### config.mk
export PLATFORM = sky130hd
export DESIGN_NAME = pipe_controller
export DESIGN_NICKNAME = d
export VERILOG_FILES = /design/src/rtl/ctrl_pkg.sv /design/src/rtl/instr_decode.sv /design/src/rtl/pipe_controller.sv
export SDC_FILE = /design/constraint.sdc
export NUM_CORES = 1
export LEC_CHECK = 0
export CORE_ASPECT_RATIO = 0.8
export CORE_MARGIN = 4
export CORE_UTILIZATION = 40
export DETAILED_ROUTE_END_ITERATION = 16
export DONT_BUFFER_PORTS = 1
export GPL_ROUTABILITY_DRIVEN = 1
export HOLD_SLACK_MARGIN = 0.05
export PLACE_DENSITY = 0.56
export SYNTH_ARGS = -nofsm -noshare
export SYNTH_HDL_FRONTEND = slang
export SYNTH_SLANG_ARGS = --single-unit
export TNS_END_PERCENT = 30
### constraint.sdc
create_clock -name clk -period 4.4 [get_ports clk]
set_input_delay 0.44 -clock clk [delete_from_list [all_inputs] [get_ports clk]]
set_output_delay 0.44 -clock clk [all_outputs]
set_load 0.005 [all_outputs]
### src/rtl/ctrl_pkg.sv
// ctrl_pkg: shared encodings for the five-stage pipeline controller.
//   Opcode/funct constants, the control-field encodings that leave the
//   controller (ext, branch, jump, ALU, mult/div, write-data select), the
//   Tuse/Tnew value type and the "never used" Tuse value.
package ctrl_pkg;

  localparam logic [5:0] OP_RTYPE = 6'h00;
  localparam logic [5:0] OP_ORI   = 6'h0d;
  localparam logic [5:0] OP_LW    = 6'h23;
  localparam logic [5:0] OP_SW    = 6'h2b;
  localparam logic [5:0] OP_LUI   = 6'h0f;
  localparam logic [5:0] OP_BEQ   = 6'h04;
  localparam logic [5:0] OP_J     = 6'h02;
  localparam logic [5:0] OP_JAL   = 6'h03;

  localparam logic [5:0] FN_ADDU  = 6'h21;
  localparam logic [5:0] FN_SUBU  = 6'h23;
  localparam logic [5:0] FN_JR    = 6'h08;
  localparam logic [5:0] FN_MULT  = 6'h18;
  localparam logic [5:0] FN_DIV   = 6'h1a;
  localparam logic [5:0] FN_MFHI  = 6'h10;
  localparam logic [5:0] FN_MFLO  = 6'h12;

  typedef enum logic [1:0] {EXT_ZERO = 2'b00, EXT_LUI = 2'b01, EXT_SIGN = 2'b10} ext_op_e;
  typedef enum logic [2:0] {BR_NONE = 3'b000, BR_BEQ = 3'b001} branch_e;
  typedef enum logic [2:0] {JMP_NONE = 3'b000, JMP_J = 3'b001, JMP_JAL = 3'b010,
                            JMP_JR = 3'b011} jump_e;
  typedef enum logic [3:0] {ALU_ADD = 4'd0, ALU_SUB = 4'd1, ALU_OR = 4'd2,
                            ALU_LUI = 4'd3} alu_op_e;
  typedef enum logic [1:0] {MD_NONE = 2'b00, MD_MULT = 2'b01, MD_DIV = 2'b10} md_op_e;
  typedef enum logic [1:0] {WD_ALU = 2'b00, WD_MEM = 2'b01, WD_PC8 = 2'b10,
                            WD_HILO = 2'b11} wd_sel_e;

  // Tuse/Tnew values fit in 2 bits; Tuse 3 means the operand is never read,
  // which is larger than any Tnew and therefore never stalls.
  localparam int T_W = 2;
  typedef logic [T_W-1:0] tval_t;
  localparam tval_t TUSE_INF = 2'd3;

  typedef struct packed {
    ext_op_e ext_op;
    branch_e branch;
    jump_e   jump;
    alu_op_e alu_op;
    logic    alu_src;
    md_op_e  md_op;
    logic    mem_write;
    logic    reg_write;
    wd_sel_e wd_sel;
  } ctrl_t;

endpackage

### src/rtl/instr_decode.sv
// instr_decode: combinational D-stage decoder.
//   instr    : 32-bit instruction in D
//   ctl      : control bundle for D/E/M/W
//   dst      : destination register (0 = none)
//   rs, rt   : source register fields
//   tuse_rs/tuse_rt : cycles until the operand is needed (TUSE_INF = unused)
//   tnew     : cycles, on entry to E, until the result is available
//   is_md    : instruction uses the HI/LO unit (mult, div, mfhi, mflo)
module instr_decode
  import ctrl_pkg::*;
#(
  parameter int REG_W = 5
) (
  input  logic [31:0]      instr,
  output ctrl_t            ctl,
  output logic [REG_W-1:0] dst,
  output logic [REG_W-1:0] rs,
  output logic [REG_W-1:0] rt,
  output tval_t            tuse_rs,
  output tval_t            tuse_rt,
  output tval_t            tnew,
  output logic             is_md
);

  logic [5:0]       op;
  logic [5:0]       fn;
  logic [4:0]       shamt;
  logic [REG_W-1:0] rd;

  assign op    = instr[31:26];
  assign fn    = instr[5:0];
  assign shamt = instr[10:6];
  assign rs    = REG_W'(instr[25:21]);
  assign rt    = REG_W'(instr[20:16]);
  assign rd    = REG_W'(instr[15:11]);

  always_comb begin
    ctl     = '0;
    dst     = '0;
    tuse_rs = TUSE_INF;
    tuse_rt = TUSE_INF;
    tnew    = '0;
    is_md   = 1'b0;
    case (op)
      // R-type is only recognised with a zero shamt field; anything else is a nop.
      OP_RTYPE: if (shamt == 5'd0) begin
        case (fn)
          FN_ADDU, FN_SUBU: begin
            ctl.alu_op    = (fn == FN_SUBU) ? ALU_SUB : ALU_ADD;
            ctl.reg_write = 1'b1;
            dst     = rd;
            tuse_rs = 2'd1;
            tuse_rt = 2'd1;
            tnew    = 2'd1;
          end
          FN_JR: begin
            ctl.jump = JMP_JR;
            tuse_rs  = 2'd0;
          end
          FN_MULT, FN_DIV: begin
            ctl.md_op = (fn == FN_DIV) ? MD_DIV : MD_MULT;
            tuse_rs = 2'd1;
            tuse_rt = 2'd1;
            is_md   = 1'b1;
          end
          FN_MFHI, FN_MFLO: begin
            ctl.reg_write = 1'b1;
            ctl.wd_sel    = WD_HILO;
            dst   = rd;
            tnew  = 2'd1;
            is_md = 1'b1;
          end
          default: ;
        endcase
      end
      OP_ORI: begin
        ctl.ext_op    = EXT_ZERO;
        ctl.alu_op    = ALU_OR;
        ctl.alu_src   = 1'b1;
        ctl.reg_write = 1'b1;
        dst     = rt;
        tuse_rs = 2'd1;
        tnew    = 2'd1;
      end
      OP_LW: begin
        ctl.ext_op    = EXT_SIGN;
        ctl.alu_src   = 1'b1;
        ctl.reg_write = 1'b1;
        ctl.wd_sel    = WD_MEM;
        dst     = rt;
        tuse_rs = 2'd1;
        tnew    = 2'd2;
      end
      OP_SW: begin
        ctl.ext_op    = EXT_SIGN;
        ctl.alu_src   = 1'b1;
        ctl.mem_write = 1'b1;
        tuse_rs = 2'd1;
        tuse_rt = 2'd2;
      end
      OP_LUI: begin
        ctl.ext_op    = EXT_LUI;
        ctl.alu_op    = ALU_LUI;
        ctl.alu_src   = 1'b1;
        ctl.reg_write = 1'b1;
        dst  = rt;
        tnew = 2'd1;
      end
      OP_BEQ: begin
        ctl.branch = BR_BEQ;
        ctl.ext_op = EXT_SIGN;
        tuse_rs = 2'd0;
        tuse_rt = 2'd0;
      end
      OP_J:  ctl.jump = JMP_J;
      OP_JAL: begin
        ctl.jump      = JMP_JAL;
        ctl.reg_write = 1'b1;
        ctl.wd_sel    = WD_PC8;
        dst  = REG_W'(31);
        tnew = 2'd0;
      end
      default: ;
    endcase
  end

endmodule

### src/rtl/pipe_controller.sv
// pipe_controller: control path of the five-stage pipeline.
//   clk, reset   : clock, asynchronous active-high reset
//   instr_d      : instruction in D
//   stall        : freeze PC and IF/ID; E receives a bubble
//   d_*          : D-stage decode (ext op, branch, jump)
//   e_*          : E-stage control (ALU op/src, mult/div op, destination)
//   m_*          : M-stage control (destination, store enable)
//   md_busy      : HI/LO unit still computing
//   w_*          : W-stage GRF write enable, data select, address
module pipe_controller
  import ctrl_pkg::*;
#(
  parameter int REG_W    = 5,
  parameter int MULT_LAT = 5,
  parameter int DIV_LAT  = 10,
  parameter int CNT_W    = 4
) (
  input  logic             clk,
  input  logic             reset,
  input  logic [31:0]      instr_d,
  output logic             stall,
  output logic [1:0]       d_ext_op,
  output logic [2:0]       d_branch,
  output logic [2:0]       d_jump,
  output logic [3:0]       e_alu_op,
  output logic             e_alu_src,
  output logic [1:0]       e_md_op,
  output logic [REG_W-1:0] e_dst,
  output logic [REG_W-1:0] m_dst,
  output logic             m_mem_write,
  output logic             md_busy,
  output logic             w_reg_write,
  output logic [1:0]       w_wd_sel,
  output logic [REG_W-1:0] w_dst
);

  ctrl_t            d_ctl;
  logic [REG_W-1:0] d_dst, d_rs, d_rt;
  tval_t            d_tuse_rs, d_tuse_rt, d_tnew;
  logic             d_is_md;

  instr_decode #(.REG_W(REG_W)) u_decode (
    .instr   (instr_d),
    .ctl     (d_ctl),
    .dst     (d_dst),
    .rs      (d_rs),
    .rt      (d_rt),
    .tuse_rs (d_tuse_rs),
    .tuse_rt (d_tuse_rt),
    .tnew    (d_tnew),
    .is_md   (d_is_md)
  );

  alu_op_e          e_alu_op_p0;
  logic             e_alu_src_p0;
  md_op_e           e_md_op_p0;
  logic             e_mem_write_p0;
  logic             e_reg_write_p0;
  wd_sel_e          e_wd_sel_p0;
  logic [REG_W-1:0] e_dst_p0;
  tval_t            e_tnew_p0;

  logic [REG_W-1:0] m_dst_p1;
  tval_t            m_tnew_p1;
  logic             m_mem_write_p1;
  logic             m_reg_write_p1;
  wd_sel_e          m_wd_sel_p1;

  logic             w_reg_write_p2;
  wd_sel_e          w_wd_sel_p2;
  logic [REG_W-1:0] w_dst_p2;

  logic [CNT_W-1:0] md_cnt;
  tval_t            e_tnew_next;
  logic             hazard_stall, md_stall;

  // A source stalls when a producer in E or M will not have its result
  // ready by the time D's instruction needs it. Register 0 never stalls.
  function automatic logic src_hazard(input logic [REG_W-1:0] src, input tval_t tuse);
    return (src != '0) &&
           (((src == e_dst_p0) && (e_tnew_p0 > tuse)) ||
            ((src == m_dst_p1) && (m_tnew_p1 > tuse)));
  endfunction

  assign hazard_stall = src_hazard(d_rs, d_tuse_rs) || src_hazard(d_rt, d_tuse_rt);
  assign md_busy      = (md_cnt != '0);
  assign md_stall     = d_is_md && (md_busy || (e_md_op_p0 != MD_NONE));
  assign stall        = hazard_stall || md_stall;
  assign e_tnew_next  = (e_tnew_p0 != '0) ? (e_tnew_p0 - tval_t'(1)) : '0;

  always_ff @(posedge clk or posedge reset) begin
    if (reset) begin
      e_alu_op_p0    <= ALU_ADD;
      e_alu_src_p0   <= 1'b0;
      e_md_op_p0     <= MD_NONE;
      e_mem_write_p0 <= 1'b0;
      e_reg_write_p0 <= 1'b0;
      e_wd_sel_p0    <= WD_ALU;
      e_dst_p0       <= '0;
      e_tnew_p0      <= '0;
      m_dst_p1       <= '0;
      m_tnew_p1      <= '0;
      m_mem_write_p1 <= 1'b0;
      m_reg_write_p1 <= 1'b0;
      m_wd_sel_p1    <= WD_ALU;
      w_reg_write_p2 <= 1'b0;
      w_wd_sel_p2    <= WD_ALU;
      w_dst_p2       <= '0;
      md_cnt         <= '0;
    end else begin
      // D -> E: a stall turns the E slot into an all-zero bubble
      if (stall) begin
        e_alu_op_p0    <= ALU_ADD;
        e_alu_src_p0   <= 1'b0;
        e_md_op_p0     <= MD_NONE;
        e_mem_write_p0 <= 1'b0;
        e_reg_write_p0 <= 1'b0;
        e_wd_sel_p0    <= WD_ALU;
        e_dst_p0       <= '0;
        e_tnew_p0      <= '0;
      end else begin
        e_alu_op_p0    <= d_ctl.alu_op;
        e_alu_src_p0   <= d_ctl.alu_src;
        e_md_op_p0     <= d_ctl.md_op;
        e_mem_write_p0 <= d_ctl.mem_write;
        e_reg_write_p0 <= d_ctl.reg_write;
        e_wd_sel_p0    <= d_ctl.wd_sel;
        e_dst_p0       <= d_dst;
        e_tnew_p0      <= d_tnew;
      end
      // E -> M
      m_dst_p1       <= e_dst_p0;
      m_tnew_p1      <= e_tnew_next;
      m_mem_write_p1 <= e_mem_write_p0;
      m_reg_write_p1 <= e_reg_write_p0;
      m_wd_sel_p1    <= e_wd_sel_p0;
      // M -> W
      w_reg_write_p2 <= m_reg_write_p1;
      w_wd_sel_p2    <= m_wd_sel_p1;
      w_dst_p2       <= m_dst_p1;
      // HI/LO occupancy starts when mult/div leaves E
      if (e_md_op_p0 == MD_MULT)      md_cnt <= CNT_W'(MULT_LAT);
      else if (e_md_op_p0 == MD_DIV)  md_cnt <= CNT_W'(DIV_LAT);
      else if (md_cnt != '0)          md_cnt <= md_cnt - CNT_W'(1);
    end
  end

  assign d_ext_op    = d_ctl.ext_op;
  assign d_branch    = d_ctl.branch;
  assign d_jump      = d_ctl.jump;
  assign e_alu_op    = e_alu_op_p0;
  assign e_alu_src   = e_alu_src_p0;
  assign e_md_op     = e_md_op_p0;
  assign e_dst       = e_dst_p0;
  assign m_dst       = m_dst_p1;
  assign m_mem_write = m_mem_write_p1;
  assign w_reg_write = w_reg_write_p2;
  assign w_wd_sel    = w_wd_sel_p2;
  assign w_dst       = w_dst_p2;

endmodule

# ---- Yosys cells after proc, flatten, opt, wreduce, memory -nomap -nowiden
# Cells that the tools add are included.
dict set report totals {
  ff_bits 41
}
dict set report op_classes {
  mux 46
  n_reduce_logical 32
  order_cmp 4
  eq_ne 20
  addsub 2
}
# operator n
set ops {}
lappend ops {{2-to-1 mux 2 bit} 14}
lappend ops {{== test 6 x 5 -> 1 bit, second input constant} 4}
lappend ops {{== test 6 bit, second input constant} 4}
lappend ops {{case mux 2 bit (3 select lines)} 4}
lappend ops {{== test 5 bit} 4}
lappend ops {{2-to-1 mux 4 bit} 5}
lappend ops {{OR reduction 4 bit} 5}
lappend ops {{== test 6 x 4 -> 1 bit, second input constant} 3}
lappend ops {{2-to-1 mux 5 bit} 3}
lappend ops {{case mux 5 bit (3 select lines)} 1}
lappend ops {{== test 6 x 2 -> 1 bit, second input constant} 2}
lappend ops {{2-to-1 mux 1 bit} 12}
lappend ops {{case mux 4 bit (3 select lines)} 1}
lappend ops {{nonzero test 5 bit} 2}
lappend ops {{case mux 3 bit (3 select lines)} 1}
lappend ops {{OR reduction 3 bit} 3}
lappend ops {{> comparator 2 bit} 4}
lappend ops {{case mux 2 bit (2 select lines)} 2}
lappend ops {{OR reduction 2 bit} 4}
lappend ops {{logical AND 1 bit} 7}
lappend ops {{2-to-1 mux 7 bit} 1}
lappend ops {{== test 6 x 3 -> 1 bit, second input constant} 1}
lappend ops {{zero test 6 bit} 1}
lappend ops {{zero test 5 bit} 1}
lappend ops {{other kinds (10)} 15}

# ---- Logic depth before layout (Yosys ltp)
# Gate-level depths: netlist of the first run.
dict set report depth {
  depth_word 12
  ltp_mapped 12
  ltp_nobuf 11
}

# ---- By module
# Synthesis of the first run repeated with hierarchy kept, for this count alone.
dict set report hier_totals {
  cells_unflattened 252
  hier_area_um2 2394.8
}
# module n_inst seq_area_each_um2 area_per_inst_um2 cells_each
set by_module_without_submodules {}
lappend by_module_without_submodules {pipe_controller 1 1026.0 1821.7 165}
lappend by_module_without_submodules {instr_decode 1 0.0 573.0 87}

# ---- Least setup slack after synthesis of the first run
# OpenSTA, ideal clock, no wires.
dict set report synth_timing {
  path_type {input-to-output}
  startpoint {input instr_d[2]}
  endpoint {output stall}
  arrival_ns 2.633
  path_stages 10
  n_path_buf 0
  slack_ns 1.327
  path_cell_list {nor4b_1 -> a21oi_1 -> o21ba_2 -> a221oi_1 -> ha_1 -> nand2_1 -> nand4_1 -> nor4_1 -> o22a_4 -> or3_1}
}
dict set report synth_between {
  elab_chain_cells 11
  word_cells_on_any_way 33
}
# item line
set synth_lines {}
lappend synth_lines {{start: declaration} pipe_controller.sv:20} ;# input logic [31:0] instr_d,
lappend synth_lines {{== test 6 x 5 -> 1 bit or == test 6 bit (tied branches)} instr_decode.sv:47} ;# case (fn)
lappend synth_lines {{OR reduction 4 bit (no source line)} -}
lappend synth_lines {{case mux 2 bit (2 select lines) or 2-to-1 mux 2 bit (tied branches)} instr_decode.sv:47}
lappend synth_lines {{2-to-1 mux 2 bit} instr_decode.sv:46} ;# OP_RTYPE: if (shamt == 5'd0) begin
lappend synth_lines {{case mux 2 bit (3 select lines)} instr_decode.sv:44} ;# case (op)
lappend synth_lines {{> comparator 2 bit, on equally long branches} {pipe_controller.sv:81, pipe_controller.sv:82}}
lappend synth_lines {{logical AND 1 bit, on equally long branches} {pipe_controller.sv:81, pipe_controller.sv:82}}
lappend synth_lines {{logical OR 1 bit} pipe_controller.sv:81} ;# (((src == e_dst_p0) && (e_tnew_p0 > tuse)) ||
lappend synth_lines {{logical AND 1 bit} pipe_controller.sv:80} ;# return (src != '0) &&
lappend synth_lines {{logical OR 1 bit} pipe_controller.sv:85} ;# assign hazard_stall = src_hazard(d_rs, d_tuse_rs) || src_hazard(d_rt, d_tuse_rt);
lappend synth_lines {{logical OR 1 bit (*)} pipe_controller.sv:88} ;# assign stall = hazard_stall || md_stall;
lappend synth_lines {{end: declaration} pipe_controller.sv:21} ;# output logic stall,
# Mark *: on every way between the ends. The rest lies on a longest branch, timed or not.

# ---- Worst setup path in the final report of the first run
# Ends and elaborated chain as after synthesis.

==> impl_metrics.toml, run 1 <==
[global_routing]
grt_pass1_wl_um = 8380
grt_pass1_vias = 1658
grt_max_degree = 40
gr-total-overflow = 0
antenna_found_initial = 0
grt_use_total_pct = 14.8

[synth]
synth_edf_count = 0
syn_area_sq_mm = 0.00232
synth_seq_cells = 39
ys_seq_area_share_pct = 42.0
syn_avg_cell_area_sq_um = 10.5
syn_inst = 222
synth_ff_type = "dfrtp_1"
synth_top_area_share_pct = 42.0
yosys-top-cells-area = "dfrtp_1, ha_1, nor4_2"
async_flop_share_pct = 100
yosysUniqueCellTypes = 47
ys.warnings.count = 0
yosysTopAreaCell = "dfrtp_1"

[route]
vias = 1646
drt_iter0_drc = 48
dr.pass1.iters = 4
routedWlPerCell_um = 16.7
ant_nets = 0
drt_drc_violations_left = 0
routed_wirelength_um = 5020
via_per_inst = 5.49

[sta]
post-route-period-util_pct = 83.6
hold_violations = 0
setup_tns_ns = 0
maxSlewViolCount = 0
fin_crit_ns = 3.68
tightestPinTransition_ns = 0.589
fin_ws_ns = 0.724
fmax_mhz = 272
setup_viol = 0
rsz0062_at_grt = "false"
max_slew_margin_pct = 60.6
clock_skew_ns = 0.00569

[critical_path]
cp-start-kind = "primary input"
critPathMaxFanout = 17
end_kind = "output port"
arrival_ns = 3.24
cp.required_ns = 3.96
critPathKind = "primary input to output port"
rrSetupSlack_ns = 2.43

[power_and_ir_drop]
power_density_mw_per_mm2 = 320
ir_drop_mv = 0.0925
leakage_nw = 1.07
power_mw = 0.775

[place]
port_buffers = 0
gp_congestion = 0.809
postPlaceCellArea_sq_mm = 0.00234
dp_slack_ns = 0.715
hpwl_um = 3920

[job]
max_cap_violations = 0

[floorplanning]
die-width_um = 93.2
num_rows = 24
start_util_pct = 42.0
io_pins = 70
dieArea_sq_mm = 0.00710
core_area_sq_mm = 0.00553
dieHeight_um = 76.2

[clock_tree]
cts_hold_buf = 0
numCtsBuffers = 5
clock_sinks = 39
h-tree-depth = 2
cts_resized = 0
worstSkewPairLatency_ns = 0.29
clk_pin_slew_worst_paths_ns = 0.06
clock_path_buffers = 2
postCtsSetupBuffers = 0
cts_tree = "built"
ctsRootBufferMaster = "clkbuf_8"

[hold_path]
holdCritPathClass = "primary input to async pin"

[status]
status = "finished clean"

[cells_and_area]
postLayoutCoreUtil_pct = 43.9
n_antenna_cell = 0
syn_to_final_growth_pct = 4.42
num-nets-final = 266
drive_gt1_share_pct = 13.5
stdcell_area_sq_mm = 0.00242
[cell usage in the layout (no fill, tap or decap), types with 3 or more instances in the layout]
cell,instances
nand4_1,4
xor2_1,9
nor2b_1,5
nor2_1,17
nand2_1,16
clkbuf_8,6
o21ai_0,3
nand3_1,7
nor4_2,10
nor3_1,6
ha_1,10
conb_1,5
a21oi_1,10
inv_1,11
a221oi_1,6
nor4_1,9
dfrtp_1,39
xnor2_1,13
nand3b_1,3
[sequential cells by signal (all words and copies together), names as in the netlist, 4 cells and up]
register,flops
e_dst,5
m_dst,5
md_cnt,4
w_dst,5
[power by group]
part           switching [mW]  internal [mW]
combinational          0.0679         0.0622
sequential             0.0224          0.384
clock                   0.115          0.123
total                   0.206          0.570
[cells in the mapped netlist (2+ instances only)]
| master | n |
|---|---|
| dfrtp_1 | 39 |
| a21oi_1 | 10 |
| nor4_1 | 9 |
| nor4_2 | 10 |
| nor4_4 | 2 |
| xnor2_1 | 13 |
| nand2_1 | 16 |
| nor2_1 | 17 |
| ha_1 | 10 |
| nand4_1 | 4 |
| buf_2 | 2 |
| nand2b_1 | 2 |
| nor3_1 | 6 |
| o21ai_0 | 3 |
| nand3_1 | 7 |
| nor2_4 | 2 |
| xor2_1 | 9 |
| buf_4 | 5 |
| inv_1 | 11 |
| or3_1 | 2 |
| buf_6 | 2 |
| a21o_1 | 2 |
| nor2b_1 | 5 |
| clkbuf_1 | 2 |
| a221oi_1 | 6 |
| nand3b_1 | 3 |
| nor4b_1 | 2 |
| and3_1 | 2 |
[logic make-up (layout without fill, tap and decap cells)]
group | count (synthesis) | after routing | synth area share (%)
other | 1 | 5 | 0.161
AOI/OAI and AO/OA | 29 | 29 | 9.27
xor gates and xnor gates | 22 | 22 | 8.30
adders and majority gates | 10 | 10 | 5.39
buffers and inverters | 24 | 20 | 6.63
muxes | 1 | 1 | 0.431
and+or+nand+nor | 96 | 96 | 27.8
DFF | 39 | 39 | 42.0
[area by class of cell]
class,count,area (sq um)
inverter,11,41.3
clock inverter,1,5.00
timing repair buffer,2,15.0
fill,561,3100
sequential,39,976
multi-input combinational,163,1210
clock buffer,6,82.6
tap,78,97.6
[per-layer routing]
metal | track usage (%) | wire length [um]
met3 | 3.95 | 388
met5 | 0 | 0
met2 | 21.4 | 2250
met1 | 21.3 | 2310
met4 | 4.83 | 70
[through the flow]
stage | hold WS (ns) | cells
after floorplan | 0.331 | 226
after detailed placement | 0.335 | 293
after CTS | 0.174 | 300
after global placement | 0.334 | 293
final | 0.160 | 300
after global routing | 0.206 | 300
[worst paths after layout]
check	start	cells past startpoint	endpoint
max in group asynchronous	reset	2	w_dst[2]
min reg2reg	m_reg_write_p1	0	w_reg_write
max reg2reg	m_tnew_p1[1]	7	e_tnew_p0[0]
max	instr_d[2]	10	stall
min in group clk	instr_d[1]	2	e_md_op[1]
min	reset	2	w_reg_write
[worst max-delay path: stages]
cell and delay (ns):
nor4b_1 0.51, a21oi_1 0.15, o21ba_2 0.23, a221oi_1 0.46, ha_1 0.34, nand2_1 0.07, nand4_1 0.09, nor4_1 0.38
o22a_4 0.38, or3_1 0.18
No activity file was read; power rests on OpenSTA's default activity.
==> run 2, diff against run 1 <==
==> constraint.sdc (replaced) <==
create_clock -name clk -period 3.5 [get_ports clk]
set_input_delay 0.35 -clock clk [delete_from_list [all_inputs] [get_ports clk]]
set_output_delay 0.35 -clock clk [all_outputs]
set_load 0.005 [all_outputs]
==> impl_metrics.toml, run 2 (synthesis gave the netlist of run 1 again) <==
[floorplanning]
dieHeight_um = 76.2
io_pins = 70
dieArea_sq_mm = 0.00710
start_util_pct = 42.0
die-width_um = 93.2
num_rows = 24
core_area_sq_mm = 0.00553

[job]
max_cap_violations = 0

[place]
port_buffers = 0
gp_congestion = 0.763
postPlaceCellArea_sq_mm = 0.00235
dp_cells = 295
hpwl_um = 3910

[global_routing]
antenna_found_initial = 0
gr-total-overflow = 0
grt_pass1_wl_um = 8370
grt_use_total_pct = 15.0
grt_pass1_vias = 1640
grt_max_degree = 40

[cells_and_area]
stdcell_area_sq_mm = 0.00248
layout_commonest_cell = "dfrtp_1"
final_cells = 303
num-nets-final = 268
final_cell_mix = "dfrtp_1, nor2_1, nand2_1"
n_antenna_cell = 0
syn_to_final_growth_pct = 6.63
fill_cells = 579
drive_gt1_share_pct = 15.1

[sta]
fmax_mhz = 326
setup_tns_ns = 0
tightestPinTransition_ns = 0.610
setup_viol = 0
fin_crit_ns = 3.07
clock_skew_ns = 0.00496
rsz0062_at_grt = "false"
post-route-period-util_pct = 87.8
hold_violations = 0
maxSlewViolCount = 0
max_slew_margin_pct = 59.3

[route]
vias = 1651
dr.pass1.iters = 4
ant_nets = 0
via_per_inst = 5.45
routed_wirelength_um = 5100
routedWlPerCell_um = 16.8
drt_iter0_drc = 63
drt_drc_violations_left = 0

[clock_tree]
cts_tree = "built"
clock_sinks = 39
numCtsBuffers = 5
worstSkewPairLatency_ns = 0.29
clock_path_buffers = 2
ctsRootBufferMaster = "clkbuf_8"
postCtsSetupBuffers = 0
h-tree-depth = 2
clk_pin_slew_worst_paths_ns = 0.07

[critical_path]
critPathKind = "primary input to output port"
cp_top_family = "compound AO/OA/AOI/OAI gates"
arrival_ns = 2.72
critPathMaxFanout = 3
end_kind = "output port"
critPathMaxStageDelay_ns = 0.48
cp.required_ns = 3.15
path_cells = "nor4b_2 -> a21oi_1 -> o21ba_2 -> a221oi_1 -> ha_1 -> nand2_1 -> nand4_1 -> nor4_1 -> o22a_4 -> or3_1"
worst_path_max_delay_cell = "a221oi_1"
cp-start-kind = "primary input"
path_buf_inv = 0

[hold_path]
holdCritPathClass = "primary input to async pin"

[power_and_ir_drop]
ir_drop_mv = 0.157
power_density_mw_per_mm2 = 426
leakage_nw = 1.10

[status]
status = "finished clean"
[run 2: layer usage]
metal / track usage, % / routed length (um)
met5: 0 / 0
met4: 5.71 / 96
met3: 4.44 / 432
met2: 21.7 / 2250
met1: 21.0 / 2320
[run 2: cell type report]
cell class                      instances  area (sq um)  area share, %
Multi-Input combinational cell        163          1210           49.0
Tap cell                               78          97.6           3.94
Inverter                               11          41.3           1.67
Clock inverter                          2          35.0           1.41
Clock buffer                            6          82.6           3.34
Sequential cell                        39           976           39.4
Timing Repair Buffer                    4          30.0           1.21
[run 2: what timing repair did]
action,CTS,global route
hold buffers,0,0
setup endpoints to repair,0,1
gates resized for setup,0,1
[run 2: where the power goes]
part	internal [mW]	switching [mW]	total, mW
combinational	0.0789	0.0860	0.165
clock	0.230	0.149	0.379
sequential	0.483	0.0275	0.511
total	0.793	0.262	1.05
[run 2: worst reg2reg max path, cell delays in order, from the launching register on]
cell	delay (ns)
dfrtp_1	0.42
ha_1	0.33
nand2_1	0.09
nand4_1	0.09
nor4_1	0.35
o22a_4	0.19
buf_4	0.26
nor4_1	0.11
[run 2: final timing paths]
| check | from | endpoint | slack [ns] | depth (start not counted) |
|---|---|---|---|---|
| worst max-delay path | instr_d[2] | stall | 0.43 | 10 |
| worst min-delay path | reset | w_dst[0] | 0.06 | 2 |
| worst max register to register | e_tnew_p0[1] | e_mem_write_p0 | 1.54 | 7 |
| worst min register to register | e_reg_write_p0 | m_reg_write_p1 | 0.35 | 0 |
| max in group asynchronous | reset | e_tnew_p0[1] | 3.11 | 2 |
| min in group clk | instr_d[1] | e_md_op[1] | 0.18 | 2 |
[run 2: metrics by stage]
stage               util, %  hold WS [ns]  setup slack [ns]  power [mW]
CTS                    44.7        0.0772             0.251        1.07
detailed placement     42.6         0.335             0.267       0.687
finish                 44.8        0.0649             0.428        1.05
global placement       42.6         0.334             0.275       0.682
floorplan                 -         0.331             0.607       0.666
global route           44.8         0.112            0.0748        1.12
==> run 3, diff against run 2 <==
--- a/config.mk
+++ b/config.mk
@@ -5,6 +5,7 @@
 export SDC_FILE = /design/constraint.sdc
 export NUM_CORES = 1
 export LEC_CHECK = 0
+export ABC_AREA = 1
 export CORE_ASPECT_RATIO = 0.8
 export CORE_MARGIN = 4
 export CORE_UTILIZATION = 40
==> impl_metrics.toml, run 3 <==
[status]
status = "finished clean"

[clock_tree]
clock_sinks = 39
clk_pin_slew_worst_paths_ns = 0.08
numCtsBuffers = 5
ctsRootBufferMaster = "clkbuf_8"
h-tree-depth = 2
cts_tree = "built"
worstSkewPairLatency_ns = 0.29
clock_path_buffers = 2

[sta]
fin_ws_ns = 0.809
fin_crit_ns = 2.69
fmax_mhz = 372
maxSlewViolCount = 0
clock_skew_ns = 0.00803
hold_violations = 0
setup_viol = 0
rsz0062_at_grt = "false"
post-route-period-util_pct = 76.9
holdWs_ns = 0.195
setup_tns_ns = 0

[synth]
syn_area_sq_mm = 0.00233
syn_avg_cell_area_sq_um = 7.35
yosysTopAreaCell = "dfrtp_1"
yosysMostFrequentCell = "nand2_1"
async_flop_share_pct = 100
synth_top_area_share_pct = 41.9
synth_common_cells = "nand2_1, inv_1, nor2_1"
synth_seq_cells = 39
yosysUniqueCellTypes = 25
ys_seq_area_share_pct = 41.9
ys.warnings.count = 0
synth_ff_type = "dfrtp_1"
synth_edf_count = 0
syn_inst = 317
yosys-top-cells-area = "dfrtp_1, nand2_1, inv_1"

[route]
dr.pass1.iters = 5
routedWlPerCell_um = 13.2
routed_wirelength_um = 5320
drt_drc_violations_left = 0
vias = 1868
drt_iter0_drc = 67
via_per_inst = 4.64
ant_nets = 0

[global_routing]
grt_pass1_wl_um = 8670
antenna_found_initial = 0
gr-total-overflow = 0
grt_use_total_pct = 15.4
grt_max_degree = 29
grt_pass1_vias = 1704

[critical_path]
arrival_ns = 2.34
cp-start-kind = "primary input"
startpoint = "instr_d[31]"
end_kind = "output port"
critPathMaxFanout = 17
worstReg2RegStart = "e_tnew_p0[1]"
cp.required_ns = 3.15
critPathKind = "primary input to output port"

[cells_and_area]
num-nets-final = 368
layout_commonest_cell = "nand2_1"
drive_gt1_share_pct = 7.69
stdcell_area_sq_mm = 0.00250
syn_to_final_growth_pct = 7.25
final_cell_mix = "nand2_1, inv_1, nor2_1"
n_antenna_cell = 0
fill_cells = 584

[place]
gp_congestion = 0.932
dp_slack_ns = 0.832
port_buffers = 0
postPlaceCellArea_sq_mm = 0.00239
hpwl_um = 4290

[floorplanning]
io_pins = 70
dieHeight_um = 76.2
num_rows = 24
core_area_sq_mm = 0.00556
die-width_um = 93.3
start_util_pct = 41.9
dieArea_sq_mm = 0.00711

[hold_path]
hp-start = "instr_d[1]"
holdCritPathClass = "primary input to register"

[power_and_ir_drop]
leakage_nw = 1.41
power_density_mw_per_mm2 = 400
ir_drop_mv = 0.140

[job]
max_cap_violations = 0
-- run 3: cell types whose count changed in the layout (fill, tap and decap cells not counted), sizes merged, moves of 3 or more --
cell / delta
nor4: -21
xnor2: -13
o21ai: +8
nor2b: -5
a221oi: -6
buf: -3
nand3: +9
nand2: +64
nand3b: -3
nor2: +42
inv: +52
xor2: -5
-- run 3: area by class of cell --
class | count | area [sq um] | share of cell area [%]
multi-input cells | 214 | 1080 | 43.1
flip-flops and latches | 39 | 976 | 39.1
inverters | 62 | 233 | 9.32
well taps | 78 | 97.6 | 3.91
clock buffers | 6 | 82.6 | 3.31
repair buffers | 2 | 17.5 | 0.701
clock inverters | 2 | 13.8 | 0.551
-- run 3: what timing repair did --
action | in CTS | in global routing
hold endpoints to repair | 11 | 0
gates resized for setup | 0 | 0
hold buffers | 1 | 0
buffers inserted | 0 | 0
-- run 3: worst max-delay path, stage by stage --
cell     delay, ns
nor2_4        0.16
nand3_1       0.14
nor2_1        0.15
inv_1         0.07
nor2_1        0.22
inv_1         0.09
nand2_1       0.07
inv_1         0.06
ha_1          0.27
nand2_1       0.07
inv_1         0.04
nor2_1        0.09
nand2_1       0.06
nor2_1        0.08
nand2_1       0.06
nand2_1       0.06
nand2_1       0.07
nand3_4       0.23
-- run 3: worst paths after layout --
check                                 endpoint  slack, ns  cells past startpoint
worst max-delay path                     stall       0.81                     18
worst min-delay path                e_md_op[1]       0.20                      2
worst max register to register  e_reg_write_p0       1.61                     10
worst min register to register     w_reg_write       0.35                      0
max in group asynchronous             w_dst[2]       2.31                      3
min in group asynchronous          w_wd_sel[0]       0.49                      2
-- run 3: metal layers --
metal  up-vias  GRT usage (%)  wire [um]
li1        975              -          -
met1       819           23.0       2660
met2        70           21.0       2190
met3         4           5.53        423
met4         0           3.51         45
met5         -              0          0
-- run 3: power breakdown --
group          switching, mW  internal, mW  leakage [nW]
logic                  0.104        0.0664         0.830
clock network          0.160         0.161        0.0516
registers             0.0244         0.483         0.532
-- run 3: cell families after synthesis --
logic type	Yosys count	share of synthesized area, %
compound gates	25	6.18
xor+xnor	4	1.50
fa+ha+maj	10	5.37
buf+inv	68	12.5
flops	39	41.9
other cells	1	0.161
simple gates	170	32.4
-- run 3: stage by stage --
step,instances,power [mW],util (%)
4_1_cts,403,1.01,45.0
5_1_grt,403,1.07,45.0
3_5_place_dp,394,0.687,43.0
3_3_place_gp,394,0.681,43.0
2_1_floorplan,321,0.652,-
6_report,403,0.999,45.0
